<file path="src/rtl/mem_dmem_pkg.sv">
// rtl/mem_dmem_pkg.sv - memory op codes, MEM-stage FSM states and op decode helpers
package mem_dmem_pkg;

    localparam logic [7:0] MEM_NOP = 8'h00;
    localparam logic [7:0] MEM_LB  = 8'h20;
    localparam logic [7:0] MEM_LH  = 8'h21;
    localparam logic [7:0] MEM_LW  = 8'h23;
    localparam logic [7:0] MEM_LBU = 8'h24;
    localparam logic [7:0] MEM_LHU = 8'h25;
    localparam logic [7:0] MEM_SB  = 8'h28;
    localparam logic [7:0] MEM_SH  = 8'h29;
    localparam logic [7:0] MEM_SW  = 8'h2B;

    typedef enum logic [1:0] {
        ST_IDLE   = 2'd0,
        ST_ACCESS = 2'd1,
        ST_DONE   = 2'd2
    } state_e;

    function automatic logic is_load(input logic [7:0] op);
        return op inside {MEM_LB, MEM_LH, MEM_LW, MEM_LBU, MEM_LHU};
    endfunction

    function automatic logic is_store(input logic [7:0] op);
        return op inside {MEM_SB, MEM_SH, MEM_SW};
    endfunction

    function automatic logic is_misaligned(input logic [7:0] op, input logic [1:0] addr_lo);
        case (op)
            MEM_LH, MEM_LHU, MEM_SH: return addr_lo[0];
            MEM_LW, MEM_SW:          return addr_lo != 2'b00;
            default:                 return 1'b0;
        endcase
    endfunction

endpackage

</file>
<file path="src/rtl/mem_lane_align.sv">
// rtl/mem_lane_align.sv - byte-lane steering: store replication, be_n, load extraction/extension
module mem_lane_align
    import mem_dmem_pkg::*;
(
    input  logic [7:0]  op_i,
    input  logic [1:0]  addr_lo_i,
    input  logic [31:0] st_data_i,
    input  logic [31:0] ld_word_i,
    output logic [31:0] st_data_o,
    output logic [3:0]  be_n_o,
    output logic [31:0] ld_data_o
);

    logic [7:0]  ld_byte;
    logic [15:0] ld_half;

    always_comb begin
        ld_byte   = ld_word_i[7:0];
        ld_half   = addr_lo_i[1] ? ld_word_i[31:16] : ld_word_i[15:0];
        st_data_o = st_data_i;
        be_n_o    = 4'b1111;
        ld_data_o = ld_word_i;

        case (addr_lo_i)
            2'd0:    ld_byte = ld_word_i[7:0];
            2'd1:    ld_byte = ld_word_i[15:8];
            2'd2:    ld_byte = ld_word_i[23:16];
            default: ld_byte = ld_word_i[31:24];
        endcase

        case (op_i)
            MEM_LB, MEM_LBU, MEM_SB: be_n_o = ~(4'b0001 << addr_lo_i);
            MEM_LH, MEM_LHU, MEM_SH: be_n_o = addr_lo_i[1] ? 4'b0011 : 4'b1100;
            MEM_LW, MEM_SW:          be_n_o = 4'b0000;
            default:                 be_n_o = 4'b1111;
        endcase

        // Replicated store data lets the SRAM pick the lane purely from be_n.
        case (op_i)
            MEM_SB:  st_data_o = {4{st_data_i[7:0]}};
            MEM_SH:  st_data_o = {2{st_data_i[15:0]}};
            default: st_data_o = st_data_i;
        endcase

        case (op_i)
            MEM_LB:  ld_data_o = {{24{ld_byte[7]}}, ld_byte};
            MEM_LBU: ld_data_o = {24'h0, ld_byte};
            MEM_LH:  ld_data_o = {{16{ld_half[15]}}, ld_half};
            MEM_LHU: ld_data_o = {16'h0, ld_half};
            default: ld_data_o = ld_word_i;
        endcase
    end

endmodule

</file>
<file path="src/rtl/mem_dmem_ctrl.sv">
// rtl/mem_dmem_ctrl.sv - MEM-stage data SRAM access FSM with wait states and writeback mux
module mem_dmem_ctrl
    import mem_dmem_pkg::*;
#(
    parameter int WAIT_CYCLES = 1,
    parameter int RAM_AW      = 20
) (
    input  logic              clk,
    input  logic              rst,
    input  logic [7:0]        mem_op_i,
    input  logic [31:0]       mem_addr_i,
    input  logic [31:0]       mem_data_i,
    input  logic              we_i,
    input  logic [4:0]        waddr_i,
    input  logic [31:0]       wdata_i,
    output logic              wb_we_o,
    output logic [4:0]        wb_waddr_o,
    output logic [31:0]       wb_wdata_o,
    output logic              stall_req_o,
    output logic              excp_adel_o,
    output logic              excp_ades_o,
    output logic              ram_ce_n_o,
    output logic              ram_oe_n_o,
    output logic              ram_we_n_o,
    output logic [3:0]        ram_be_n_o,
    output logic [RAM_AW-1:0] ram_addr_o,
    output logic [31:0]       ram_wdata_o,
    input  logic [31:0]       ram_rdata_i
);

    state_e            state_q, state_d;
    logic [3:0]        cnt_q, cnt_d;
    logic              ce_n_q, ce_n_d, oe_n_q, oe_n_d, we_n_q, we_n_d;
    logic [3:0]        be_n_q, be_n_d;
    logic [RAM_AW-1:0] addr_q, addr_d;
    logic [31:0]       wdata_q, wdata_d, rdata_q, rdata_d;
    logic [7:0]        op_q, op_d;
    logic [1:0]        alo_q, alo_d;

    logic        ld_live, st_live, misal, acc_req;
    logic [7:0]  lane_op;
    logic [1:0]  lane_alo;
    logic [31:0] lane_st, lane_ld;
    logic [3:0]  lane_be_n;
    logic        unused_addr_hi;

    assign ld_live        = is_load(mem_op_i);
    assign st_live        = is_store(mem_op_i);
    assign misal          = is_misaligned(mem_op_i, mem_addr_i[1:0]);
    assign acc_req        = (ld_live | st_live) & ~misal;
    assign unused_addr_hi = ^mem_addr_i[31:RAM_AW+2];

    // IDLE steers the live op for store/be_n setup; later states extract with the latched op.
    assign lane_op  = (state_q == ST_IDLE) ? mem_op_i : op_q;
    assign lane_alo = (state_q == ST_IDLE) ? mem_addr_i[1:0] : alo_q;

    mem_lane_align u_lane (
        .op_i      (lane_op),
        .addr_lo_i (lane_alo),
        .st_data_i (mem_data_i),
        .ld_word_i (rdata_q),
        .st_data_o (lane_st),
        .be_n_o    (lane_be_n),
        .ld_data_o (lane_ld)
    );

    always_comb begin
        state_d = state_q;
        cnt_d   = cnt_q;
        ce_n_d  = ce_n_q;
        oe_n_d  = oe_n_q;
        we_n_d  = we_n_q;
        be_n_d  = be_n_q;
        addr_d  = addr_q;
        wdata_d = wdata_q;
        rdata_d = rdata_q;
        op_d    = op_q;
        alo_d   = alo_q;
        case (state_q)
            ST_IDLE: begin
                if (acc_req) begin
                    state_d = ST_ACCESS;
                    cnt_d   = 4'(WAIT_CYCLES);
                    ce_n_d  = 1'b0;
                    oe_n_d  = ~ld_live;
                    we_n_d  = ~st_live;
                    be_n_d  = lane_be_n;
                    addr_d  = mem_addr_i[RAM_AW+1:2];
                    wdata_d = lane_st;
                    op_d    = mem_op_i;
                    alo_d   = mem_addr_i[1:0];
                end
            end
            ST_ACCESS: begin
                if (cnt_q == 4'd0) begin
                    state_d = ST_DONE;
                    ce_n_d  = 1'b1;
                    oe_n_d  = 1'b1;
                    we_n_d  = 1'b1;
                    if (is_load(op_q)) rdata_d = ram_rdata_i;
                end else begin
                    cnt_d = cnt_q - 4'd1;
                end
            end
            ST_DONE: state_d = ST_IDLE;
            default: state_d = ST_IDLE;
        endcase
    end

    always_ff @(posedge clk) begin
        if (rst) begin
            state_q <= ST_IDLE;
            cnt_q   <= 4'd0;
            ce_n_q  <= 1'b1;
            oe_n_q  <= 1'b1;
            we_n_q  <= 1'b1;
            be_n_q  <= 4'hF;
            addr_q  <= '0;
            wdata_q <= 32'h0;
            rdata_q <= 32'h0;
            op_q    <= MEM_NOP;
            alo_q   <= 2'd0;
        end else begin
            state_q <= state_d;
            cnt_q   <= cnt_d;
            ce_n_q  <= ce_n_d;
            oe_n_q  <= oe_n_d;
            we_n_q  <= we_n_d;
            be_n_q  <= be_n_d;
            addr_q  <= addr_d;
            wdata_q <= wdata_d;
            rdata_q <= rdata_d;
            op_q    <= op_d;
            alo_q   <= alo_d;
        end
    end

    always_comb begin
        stall_req_o = ((state_q == ST_IDLE) & acc_req) | (state_q == ST_ACCESS);
        excp_adel_o = (state_q == ST_IDLE) & ld_live & misal;
        excp_ades_o = (state_q == ST_IDLE) & st_live & misal;
        wb_we_o     = we_i;
        wb_waddr_o  = waddr_i;
        wb_wdata_o  = wdata_i;
        if (ld_live || st_live) wb_we_o = 1'b0;
        if (state_q == ST_DONE && is_load(op_q)) begin
            wb_we_o    = we_i;
            wb_wdata_o = lane_ld;
        end
        if (rst) begin
            stall_req_o = 1'b0;
            excp_adel_o = 1'b0;
            excp_ades_o = 1'b0;
            wb_we_o     = 1'b0;
            wb_waddr_o  = 5'd0;
            wb_wdata_o  = 32'h0;
        end
    end

    assign ram_ce_n_o  = ce_n_q;
    assign ram_oe_n_o  = oe_n_q;
    assign ram_we_n_o  = we_n_q;
    assign ram_be_n_o  = be_n_q;
    assign ram_addr_o  = addr_q;
    assign ram_wdata_o = wdata_q;

endmodule

</file>
<file path="config.mk">
export PLATFORM = sky130hd
export DESIGN_NAME = mem_dmem_ctrl
export DESIGN_NICKNAME = d
export VERILOG_FILES = /design/src/rtl/mem_dmem_pkg.sv /design/src/rtl/mem_lane_align.sv /design/src/rtl/mem_dmem_ctrl.sv
export SDC_FILE = /design/constraint.sdc
export NUM_CORES = 1
export LEC_CHECK = 0
export CAP_MARGIN = 30
export CORE_MARGIN = 1
export CORE_UTILIZATION = 35
export DETAILED_ROUTE_END_ITERATION = 6
export GPL_ROUTABILITY_DRIVEN = 0
export GPL_TIMING_DRIVEN = 0
export HOLD_SLACK_MARGIN = 0.03
export PLACE_DENSITY = 0.7
export RECOVER_POWER = 50
export SETUP_SLACK_MARGIN = 0.3
export SLEW_MARGIN = 20
export SYNTH_ARGS = -nofsm -noshare
export SYNTH_HDL_FRONTEND = slang
export SYNTH_SLANG_ARGS = --single-unit
</file>
<file path="constraint.sdc">
create_clock -name clk -period 4.9 [get_ports clk]
set_input_delay 1.47 -clock clk [delete_from_list [all_inputs] [get_ports clk]]
set_output_delay 1.47 -clock clk [all_outputs]
set_load 0.1 [all_outputs]
</file>
## Word level (Yosys, flattened, before mapping)

Cells that the tools add are included.

| word-level totals | value |
|---|---|
| logic and storage cells | 104 |
| output and inout port bits | 100 |
| bits in registers | 107 |
| bits of input ports | 144 |

| operators by class | value |
|---|---|
| reduce and logical (&&, ||, !) cells | 20 |
| add/sub/neg operators | 1 |
| mux-type cells | 31 |
| shift-type cells | 1 |
| bitwise logic cells | 12 |
| eq/ne operators | 28 |

Operators with widths:

| operator | count |
|---|---|
| $eq A8 B6 Y1 const B | 21 |
| $pmux W32 S4 | 1 |
| $mux W32 | 2 |
| $pmux W32 S2 | 1 |
| $pmux W8 S3 | 1 |
| $mux W16 | 1 |
| $mux W4 | 3 |
| $pmux W4 S3 | 1 |
| $mux W1 | 10 |
| $reduce_bool A5 Y1 | 2 |
| $reduce_and A3 Y1 | 3 |
| $reduce_or A3 Y1 | 3 |
| $mux W8 | 1 |
| $pmux W1 S2 | 4 |
| $pmux W4 S2 | 1 |
| $and A1 B1 Y1 | 6 |
| $mux W2 | 3 |
| $ne A2 B2 Y1 const B | 3 |
| $mux W5 | 1 |
| $eq A2 B1 Y1 const B | 2 |
| $eq A2 B2 Y1 const B | 2 |
| $logic_not A2 Y1 | 2 |
| $logic_not A4 Y1 | 1 |
| $not A4 Y4 | 1 |
| 11 further kinds | 17 |

## Longest topological paths before layout

| logic depth | value |
|---|---|
| depth in word-level cells | 8 |
| depth in mapped cells | 9 |

## Hierarchy

From an unflattened synthesis, not the netlist that was laid out.

| second synthesis, totals | value |
|---|---|
| cell total of the unflattened synthesis | 765 |
| area total of the unflattened synthesis | 6459.9 µm² |

By module, submodules not included:

| module | cells an instance | sequential area each (µm²) | instances | area each (µm²) |
|---|---|---|---|---|
| mem_dmem_ctrl | 613 | 2142.1 | 1 | 5222.5 |
| mem_lane_align | 152 | 0.0 | 1 | 1237.4 |

## Worst setup path before layout

OpenSTA, ideal clock, no wires.

| path | value |
|---|---|
| path type | input port to output port |
| start | input mem_op_i[6] |
| end | output excp_ades_o |
| stages on the path | 3 |
| slack | -3.799 ns |
| data required time | 3.430 ns |
| arrival | 7.229 ns |
| cell sequence | or4b_1 -> or4_1 -> a2111oi_0 |

| on the way | value |
|---|---|
| word-level cells in the longest chain between the ends | 5 |
| elaborated cells between the ends (all ways) | 13 |
| those cells by class | eq/ne (6); mux (2); bitwise (2); reduce/logical (3) |

Ends and longest elaborated chain:

| element | line | source |
|---|---|---|
| from (decl) | mem_dmem_ctrl.sv:10 | `input logic [7:0] mem_op_i,` |
| $eq A8 B6 Y1, on equally long branches | mem_dmem_pkg.sv:29, mem_dmem_pkg.sv:25 |  |
| $reduce_or A3 Y1 (tied with other cells) | mem_dmem_pkg.sv:29 | `case (op)` |
| $pmux W1 S2 or $and A1 B1 Y1 (tied branches) | mem_dmem_pkg.sv:29, mem_dmem_ctrl.sv:141 |  |
| $and A1 B1 Y1 * | mem_dmem_ctrl.sv:141 | `excp_ades_o = (state_q == ST_IDLE) & st_live & misal;` |
| $mux W1 * | mem_dmem_ctrl.sv:150 | `if (rst) begin` |
| to (decl) | mem_dmem_ctrl.sv:21 | `output logic excp_ades_o,` |

Every way passes the cells marked *; elsewhere a longest branch is shown, timed or not.

## Worst setup path in the final report

| path | value |
|---|---|
| start | input mem_op_i[7] |
| end | output wb_wdata_o[1] |

| on the way | value |
|---|---|
| word-level cells in the longest chain between the ends | 5 |
| elaborated cells between the ends (all ways) | 8 |
| those cells by class | eq/ne (4); mux (4) |

Ends and longest elaborated chain:

| element | line | source |
|---|---|---|
| $mux W8 * | mem_dmem_ctrl.sv:54 | `assign lane_op = (state_q == ST_IDLE) ? mem_op_i : op_q;` |
| $eq A8 B6 Y1 | mem_lane_align.sv:45 | `case (op_i)` |
| $pmux W32 S4 * | mem_lane_align.sv:45 |  |
| $mux W32 * | mem_dmem_ctrl.sv:146 | `if (state_q == ST_DONE && is_load(op_q)) begin` |
| $mux W32 * | mem_dmem_ctrl.sv:150 |  |
| to (decl) | mem_dmem_ctrl.sv:18 | `output logic [31:0] wb_wdata_o,` |

Marks and branches as above.

==> flow_summary_export.csv <==
group,metric,value,unit
run_status,outcome,"finished, violations left",
run_status,violations,"negative setup slack",
hold_path,holdPathEnd,"ram_addr_o[5]",
sta,fin_ws,-0.3320,ns
synthesis,yosysWarnings,0,
sta,relSlewSlack,31.65,%
grt,antenna_found_initial,1,
sta,worst_slew_pin_slew,1.022,ns
synthesis,ys.flop_type,"dfxtp_1",
routing,via_per_inst,5.541,
floorplan,io_pins,244,
hold_path,min_from,"ram_addr_o[5]",
synthesis,postSynthCellCount,757,
hold_path,hp-class,"reg -> reg",
setup_path,cp.required,3.43,ns
setup_path,cp_max_fo,4,
setup_path,critPathArrivalTime,3.76,ns
finish,fillers,1288,
synthesis,async_reset_ff_share,0,%
synthesis,ys_seq_area_share,37.21,%
placement,io_buffers,231,
synthesis,synth_cell_types,52,
sta,fin_crit,5.232,ns
grt,first_global_vias,6467,
synthesis,avgSynthCellArea,7.605,sq um
clocking,cts_tree,"yes",
clocking,clk_pin_slew,0.07,ns
clocking,cts_sinks,107,
setup_path,reg2reg_to,"ram_wdata_o[29]",
clocking,cts_buffers,9,
pwr,powerDensity,213.2,nW/um^2
synthesis,synth_area,5757,sq um
pwr,leakage,3.687,nW
grt,grt.overflow.total,0,
finish,layout_commonest_cell,"nand2_1",
routing,dr.pass1.iters,5,
hold_path,worstHoldPathCells,2,
clocking,cts-root-buf,"clkbuf_16",
routing,drc,0,
finish,final_area,10320,sq um
sta,rsz0062_at_grt,"yes",
setup_path,r2r-start,"op_q[3]",
sta,setup-tns-final,-7.961,ns
routing,via_count,6937,
setup_path,timing_worst_setup_path_type,"in -> out",
sta,final-setup-viol-count,35,
floorplan,dieArea,16970,sq um
setup_path,cp-end-kind,"output port",
floorplan,fp.dieH,130.3,um
setup_path,regToRegSetupSlack,2.26,ns
synthesis,synth_edf_count,0,
floorplan,die_x,130.3,um
finish,mostFrequentLayoutCells,"nand2_1 (149), clkdlybuf4s50_1 (135), dfxtp_1 (107), a21oi_1 (92), dlygate4sd3_1 (47)",
sta,hold_violations,0,
grt,grt_pass1_wl,34.97,mm
finish,nets,1175,
clocking,holdBufCountCts,0,
setup_path,r2r_cells,9,
sta,period_share,106.8,%
routing,drtAntennaViolNets,0,
placement,place_area,8899,sq um
pwr,ir_worst_vdd,156.5,uV
floorplan,coreArea,15940,sq um
placement,dp_hpwl,16.94,mm
clocking,clock_latency,0.36,ns
sta,fmaxAchievable,191.1,MHz
finish,area_delta_synth_final,79.31,%
clocking,cts-htree-levels,3,
grt,grt_max_degree,19,
grt,grt_use_total,27.20,%
synthesis,synth_nets,902,
routing,wl_per_cell,19.18,um
routing,drtIter0Drc,491,
sta,drv_slew,0,
job,cap_violations,0,
routing,wirelength,24.01,mm
synthesis,synth_seq_cells,107,
floorplan,num_rows,46,
finish,drive_gt1_share,22.90,%
setup_path,start_kind,"input pin",
floorplan,initial_core_util,36.11,%
clocking,cts_buffer_depth,2,
sta,skew,0.01037,ns
==> metrics by stage <==
step / setup WS [ns] / std cells / utilization [%] / power, W / hold slack (ns)
4_1_cts: -0.4090 / 1243 / 63.03 / 0.002200 / 0.4539
2_1_floorplan: -0.3880 / 757 / - / 0.001196 / 0.4213
3_3_place_gp: -2.214 / 1204 / 55.56 / 0.001389 / 0.4351
5_1_grt: -0.3434 / 1251 / 64.73 / 0.002267 / 0.4630
3_5_place_dp: -2.218 / 1206 / 55.82 / 0.001392 / 0.4404
6_report: -0.3320 / 1252 / 64.75 / 0.002201 / 0.4524
==> worst max path at each step <==
stage | from | to | depth (start not counted)
2_1_floorplan | mem_op_i[6] | wb_wdata_o[10] | 7
3_3_place_gp | mem_op_i[6] | wb_wdata_o[27] | 9
3_5_place_dp | mem_op_i[6] | wb_wdata_o[27] | 9
4_1_cts | mem_op_i[4] | wb_wdata_o[5] | 9
5_1_grt | mem_op_i[7] | wb_wdata_o[1] | 9
6_report | mem_op_i[7] | wb_wdata_o[1] | 9
==> kinds of logic after synthesis <==
logic type	synth area share, %
xor gates and xnor gates	0.3043
buffers and inverters	5.520
muxes	5.890
adders and majority gates	0.2173
and+or+nand+nor	22.91
DFF	37.21
AOI/OAI and AO/OA	27.95
==> sequential cells by signal, indices dropped and copies added (netlist names), 2 cells and up <==
signal and cells:
ram_be_n_o 4, alo_q 2, ram_addr_o 20, state_q 2, op_q 8, cnt_q 4
ram_wdata_o 32, rdata_q 32
==> layer usage <==
metal | part of all wire [%] | global-route usage [%] | vias to the layer above | wire length [um]
li1 | - | - | 3271 | -
met1 | 41 | 32.74 | 3278 | 9787
met2 | 48 | 45.15 | 334 | 11430
met3 | 8.6 | 7.831 | 54 | 2054
met4 | 3.1 | 11.63 | 0 | 746
met5 | 0 | 0 | - | 0
==> report_power, final <==
part / total, W / internal (W) / switching [W]
logic: 0.000549 / 0.000223 / 0.000326
registers: 0.000881 / 0.000877 / 0.00000438
clock network: 0.000771 / 0.000416 / 0.000355
total: 0.00220 / 0.00152 / 0.000685
==> repair_timing <==
action | CTS | global route
resized for setup | 430 | 50
pin swaps | 30 | 27
gates cloned | 0 | 2
buffers inserted | 21 | 5
setup endpoints to repair | 41 | 39
==> cells in the mapped netlist, types with 4 or more instances <==
library cell	instances	area share, %
o21ai_0	29	2.5
o21bai_1	10	1.3
or4_1	4	0.52
nand2b_1	5	0.54
inv_1	11	0.72
mux2i_1	17	3.0
buf_2	8	0.70
o211ai_1	8	1.0
a221o_1	5	0.87
mux2_2	15	2.9
nand4_1	5	0.54
a32o_1	7	1.2
and3_1	6	0.65
a2111oi_0	8	1.2
a21oi_1	97	8.4
nor4_1	5	0.54
nor2b_1	7	0.76
nand3_1	19	1.7
or3b_2	4	0.61
a211o_1	7	1.1
o31ai_1	8	1.0
or3_1	4	0.43
dfxtp_1	107	37
a31oi_1	16	1.7
nand2_1	152	9.9
nand3b_1	9	1.2
a211oi_1	26	3.4
nor2_1	37	2.4
clkbuf_1	59	3.8
and2_1	5	0.54
nor3_1	9	0.78
a22oi_1	16	2.1
==> final cells by class <==
class                      instances  area, sq um  share of cell area [%]
inverter                          11        41.29                  0.4000
sequential                       107         2142                   20.75
multi-input combinational        570         4209                   40.78
tap                              216        270.3                   2.618
buffer                            69        375.4                   3.636
antenna                            1        2.502                 0.02424
timing repair buffer             262         2972                   28.79
clock buffer                      10        239.0                   2.315
clock inverter                     6        71.32                  0.6909
==> worst max-delay path, cell delays in order <==
cell and delay, ns:
buf_6 0.10, or4b_4 0.55, or4_4 0.44, buf_6 0.15
buf_6 0.11, a32o_1 0.20, a211o_1 0.30, a31oi_4 0.24
buf_12 0.20
No activity file was read; power rests on OpenSTA's default activity.
